## config.mk

```make
export PLATFORM = sky130hd
export DESIGN_NAME = bus_fabric
export DESIGN_NICKNAME = d
export VERILOG_FILES = /design/src/rtl/bus_fabric.sv
export SDC_FILE = /design/constraint.sdc
export NUM_CORES = 1
export LEC_CHECK = 0
export ABC_AREA = 0
export BUFFER_PORTS_ARGS = -buffer_cell sky130_fd_sc_hd__buf_2
export CORE_AREA = 2 2 91 93
export DETAILED_ROUTE_END_ITERATION = 10
export DIE_AREA = 0 0 93 95
export GPL_ROUTABILITY_DRIVEN = 0
export GPL_TIMING_DRIVEN = 0
export HOLD_SLACK_MARGIN = 0.06
export PLACE_DENSITY = 0.77
export SLEW_MARGIN = 10
export SYNTH_ARGS = -nofsm -noshare
export SYNTH_HDL_FRONTEND = slang
export SYNTH_SLANG_ARGS = --single-unit
```

## constraint.sdc

```tcl
create_clock -name clk -period 2.7 [get_ports clk]
set_input_delay 0.27 -clock clk [delete_from_list [all_inputs] [get_ports clk]]
set_output_delay 0.27 -clock clk [all_outputs]
set_load 0.05 [all_outputs]
```

## src/rtl/bus_fabric.sv

```systemverilog
// bus_fabric: address decoder for NREG memory-mapped regions, with a built-in
// byte-copy DMA engine. A CPU write to DMA_ADDR starts the copy. While the copy
// runs, the CPU may use only region SAFE_IDX.
module bus_fabric #(
  parameter int unsigned            AW          = 16,
  parameter int unsigned            DW          = 8,
  parameter int unsigned            NREG        = 4,
  parameter logic [NREG*AW-1:0]     REGION_VAL  = {16'hFF80, 16'hFE00, 16'hC000, 16'h0000},
  parameter logic [NREG*AW-1:0]     REGION_MASK = {16'hFF80, 16'hFF00, 16'hE000, 16'h8000},
  parameter int unsigned            SAFE_IDX    = NREG - 1,
  parameter logic [AW-1:0]          DMA_ADDR    = 16'hFF46,
  parameter logic [AW-1:0]          DMA_DST     = 16'hFE00,
  parameter int unsigned            DMA_LEN     = 160
) (
  input  logic                 clk,
  input  logic                 rst,
  input  logic [AW-1:0]        cpu_addr,
  input  logic [DW-1:0]        cpu_dout,
  input  logic                 cpu_write,
  output logic [DW-1:0]        cpu_din,
  output logic [NREG*AW-1:0]   reg_addr,
  output logic [NREG*DW-1:0]   reg_wdata,
  output logic [NREG-1:0]      reg_write,
  input  logic [NREG*DW-1:0]   reg_rdata,
  output logic                 dma_busy
);

  localparam int unsigned IW = (NREG > 1) ? $clog2(NREG) : 1;

  typedef enum logic [1:0] {S_IDLE, S_RD, S_WR} state_t;

  state_t          state_q, state_d;
  logic [DW-1:0]   idx_q, idx_d;
  logic [DW-1:0]   src_hi_q, src_hi_d;
  logic [DW-1:0]   buf_q, buf_d;

  logic            cpu_is_dma, cpu_hit, dma_hit, dma_ok, busy, cpu_ok;
  logic [IW-1:0]   cpu_idx, dma_idx;
  logic [AW-1:0]   dma_addr;
  logic [DW-1:0]   dma_rdata;

  // Lowest-index region whose masked address matches; returns {hit, index}.
  function automatic logic [IW:0] decode(input logic [AW-1:0] a);
    logic [IW:0] r;
    r = '0;
    for (int unsigned i = 0; i < NREG; i++) begin
      if (!r[IW] && ((a & REGION_MASK[i*AW +: AW]) == REGION_VAL[i*AW +: AW])) begin
        r = {1'b1, IW'(i)};
      end
    end
    return r;
  endfunction

  assign busy       = (state_q != S_IDLE);
  assign dma_busy   = busy;
  assign cpu_is_dma = (cpu_addr == DMA_ADDR);
  assign {cpu_hit, cpu_idx} = decode(cpu_addr);

  // DMA side: the source is {src_hi, idx} when reading; the destination wraps modulo 2**AW.
  assign dma_addr = (state_q == S_WR) ? AW'(DMA_DST + AW'(idx_q)) : {src_hi_q, idx_q};
  assign {dma_hit, dma_idx} = decode(dma_addr);
  assign dma_ok    = busy && dma_hit && (dma_idx != IW'(SAFE_IDX));
  assign dma_rdata = dma_ok ? reg_rdata[dma_idx*DW +: DW] : '1;

  // The CPU reaches a region when idle, or only region SAFE_IDX while a DMA is running.
  assign cpu_ok = !cpu_is_dma && cpu_hit && (!busy || (cpu_idx == IW'(SAFE_IDX)));

  // Route the CPU and DMA masters onto the region ports.
  always_comb begin
    reg_addr  = {NREG{cpu_addr}};
    reg_wdata = {NREG{cpu_dout}};
    reg_write = '0;
    cpu_din   = '1;
    if (cpu_is_dma) begin
      cpu_din = src_hi_q;
    end else if (cpu_ok) begin
      cpu_din            = reg_rdata[cpu_idx*DW +: DW];
      reg_write[cpu_idx] = cpu_write;
    end
    if (dma_ok) begin
      reg_addr[dma_idx*AW +: AW]  = dma_addr;
      reg_wdata[dma_idx*DW +: DW] = buf_q;
      reg_write[dma_idx]          = (state_q == S_WR);
    end
  end

  // DMA sequencing: alternate RD and WR for DMA_LEN bytes. A trigger restarts the copy from any state.
  always_comb begin
    state_d  = state_q;
    idx_d    = idx_q;
    src_hi_d = src_hi_q;
    buf_d    = buf_q;
    case (state_q)
      S_RD: begin
        buf_d   = dma_rdata;
        state_d = S_WR;
      end
      S_WR: begin
        idx_d   = DW'(idx_q + 1'b1);
        state_d = (idx_q == DW'(DMA_LEN - 1)) ? S_IDLE : S_RD;
      end
      default: ;
    endcase
    if (cpu_write && cpu_is_dma) begin
      src_hi_d = cpu_dout;
      idx_d    = '0;
      state_d  = S_RD;
    end
  end

  // State registers; reset cancels any transfer in progress.
  always_ff @(posedge clk or posedge rst) begin
    if (rst) begin
      state_q  <= S_IDLE;
      idx_q    <= '0;
      src_hi_q <= '0;
      buf_q    <= '0;
    end else begin
      state_q  <= state_d;
      idx_q    <= idx_d;
      src_hi_q <= src_hi_d;
      buf_q    <= buf_d;
    end
  end

endmodule

```

==> flow_summary.json <==
{
  "async_flop_share_pct": 100,
  "slew_violations": 0,
  "grtUsageMet1_pct": 31.9,
  "wire_per_inst_um": 16.9,
  "grt-ovfl-total": 0,
  "met3_usage_pct": 3.11,
  "clock_path_buffers": 2,
  "fmaxAchievable_mhz": 378,
  "die_w_um": 93,
  "fin_util_pct": 49.2,
  "p_sw_share_pct": 65.2,
  "grt_antenna_before_repair": 0,
  "ys_seq_elements": 26,
  "tritoncts": "yes",
  "fin_nets": 600,
  "ios": 168,
  "dp.cells": 630,
  "hold_violations": 0,
  "area_growth_pct": 44.2,
  "syn-cell-area_sq_mm": 0.00271,
  "antennaDiodeCount": 0,
  "crit_path_start_kind": "flip-flop",
  "cts.clk_slew.worst_paths_ps": 100,
  "powerDensity_mw_per_mm2": 1290,
  "cpLargestDelayFamily": "buffers and inverters",
  "p_sw_mw": 3.27,
  "ctsHoldBuffers": 0,
  "worst_setup_path_end_kind": "primary output",
  "power_frac_seq_pct": 12.9,
  "finalWorstSetupSlack_ps": 55.1,
  "yosysSeqAreaShare_pct": 24.1,
  "synth-edff-count": 0,
  "track_usage_pct": 23.9,
  "max-slew-margin-rel_pct": 30.4,
  "skew_ps": 9.50,
  "core.rowCount": 33,
  "setup_tns_ps": 0,
  "cts_root_buf": "clkbuf_8",
  "min_path_type": "in2async",
  "period_share_pct": 98.0,
  "met2_usage_pct": 40.3,
  "path_class": "reg2out",
  "hold-worst-slack_ps": 234,
  "yosysWarnings": 0,
  "dp_slack_ps": -352,
  "fin_area_sq_mm": 0.00390,
  "cp_max_fo": 10,
  "yosysTopAreaCellShare_pct": 24.1,
  "grt_pass1_wl_um": 16500,
  "die-area_sq_mm": 0.00884,
  "ys_top_cells_by_area": "dfrtp_1, mux2_2, nand2_1",
  "cts-buffers-inserted": 3,
  "io_buffers": 166,
  "drive_gt1_share_pct": 45.3,
  "ys.flop_type": "dfrtp_1",
  "clk_latency_ps": 280,
  "leakage_nw": 1.89,
  "yosysTopAreaCell": "dfrtp_1",
  "ant_nets": 0,
  "synthCells": 359,
  "clkPwrFrac_pct": 5.3,
  "arrival_ps": 2370,
  "grt_max_degree": 27,
  "instances_no_fill": 641,
  "place_hpwl_um": 8210,
  "drt_first_iter_violations": 249,
  "path_cells": "nand4_1, o41ai_4, and2_1, clkbuf_4, buf_6, nand2_1, nand2_1, buf_4",
  "maxCapViolations": 0,
  "start_util_pct": 34.1,
  "setup_viol": 0,
  "syn_area_per_cell_sq_um": 7.54,
  "status": "complete, no violations",
  "core_sq_mm": 0.00793,
  "avgViaCountPerCell": 5.44,
  "power_mw": 5.01,
  "power_frac_comb_pct": 81.9,
  "dr.pass1.iters": 5,
  "wl_um": 10800,
  "post_dp_cell_area_sq_mm": 0.00368,
  "tightestPinTransition_ps": 1040,
  "top_usage_layer": "met2",
  "layout_min_cycle_time_ps": 2640,
  "vias": 3486,
  "worst-path-buf-inv": 3,
  "critPathSlowestCell": "o41ai_4",
  "crit_top_cell": "nand2_1",
  "internal_power_mw": 1.75,
  "die_y_um": 95,
  "max-vdd-ir-drop_mv": 0.650,
  "drc": 0,
  "synth.distinct_cells": 43,
  "syn-num-nets": 422,
  "clock_sinks": 26,
  "worstPathRequired_ps": 2430,
  "crit_path_max_incr_delay_ps": 470,
  "cts-htree-levels": 1,
  "grt_pass1_vias": 3132
}
state kept, by name, summed over array words and instances, names as in the netlist:
register	cells
idx_q	8
src_hi_q	8
state_q	2
buf_q	8
synthesized netlist by cell type, types with 2 or more instances:
cell	n
a21oi_1	11
a31oi_1	9
and2_1	2
buf_1	2
buf_2	4
buf_6	2
clkbuf_1	39
dfrtp_1	26
ha_1	4
inv_1	9
mux2_2	39
mux2i_1	10
nand2_1	60
nand2b_1	10
nand3_1	11
nand4_1	8
nor2_1	41
nor2b_1	4
nor3_1	4
o211ai_1	8
o21a_1	8
o21ai_0	6
o221ai_1	15
o22ai_1	2
or2_2	2
xnor2_1	3
xor2_1	4
worst register-to-register path, stage by stage (launching register included):
cell and delay (ps):
dfrtp_1 400, inv_1 110, ha_1 240, nor2b_1 90, and2_1 160, clkbuf_1 220, a21oi_1 550, o221ai_1 250
a31oi_1 210
timing repair:
item                       4_1_cts  5_1_grt
buffers inserted                 1        6
setup endpoints to repair       78       72
gates resized for setup         30       15
pin swaps                        1        1
routing by layer:
metal  share of wire (%)  routed length (um)
met1                  42                4580
met2                  47                5030
met3                 9.1                 983
met4                 2.1                 225
met5                   0                   0
kinds of logic (layout without fill, tap and decap cells):
kind of cell,after synthesis,in the layout,share of synthesized area [%]
DFF,26,26,24.1
muxes,49,49,19.9
and+or+nand+nor,150,150,25.5
buffers and inverters,56,233,8.51
adders and majority gates,4,4,1.85
xor gates and xnor gates,7,7,2.27
AOI/OAI and AO/OA,67,67,17.9
placed cells by master (no fill, tap or decap), drive strengths merged, types with 2 or more instances in the layout:
cell type and count:
buf 181, nand2 60, clkbuf 43, nor2 42, mux2 39, dfrtp 26
o221ai 15, a21oi 11, nand3 11, nand2b 10, mux2i 10, a31oi 9
inv 8, nand4 8, o211ai 8, o21a 8, o21ai 7, nor2b 4
xor2 4, ha 4, nor3 4, xnor2 3, or2 3, and2 2
o22ai 2
cell type report:
| type | instances | area [sq um] |
|---|---|---|
| multi-input combinational | 277 | 1870 |
| inverter | 9 | 37.5 |
| tap | 105 | 131 |
| clock buffer | 4 | 55.1 |
| timing repair buffer | 173 | 908 |
| sequential | 26 | 652 |
| buffer | 47 | 241 |
| fill | 777 | 4030 |
power by group through the flow:
stage | clock network [mW] | registers, mW | logic [mW]
finish | 0.265 | 0.645 | 4.10
global route | 0.284 | 0.659 | 4.33
CTS | 0.271 | 0.643 | 4.04
detailed placement | 0 | 0.649 | 3.88
global placement | 0 | 0.641 | 3.84
floorplan | 0 | 0.599 | 3.00
worst paths after layout:
kind,startpoint,endpoint,slack [ps],depth (start not counted)
max in group asynchronous,rst,src_hi_q[4],1780,2
min,rst,buf_q[7],230,2
max,src_hi_q[2],reg_wdata[21],60,8
max reg2reg,state_q[0],buf_q[3],410,8
min reg2reg,state_q[1],state_q[1],570,2
min in group clk,reg_rdata[23],buf_q[7],250,3
Power figures use the tool's default switching activity.
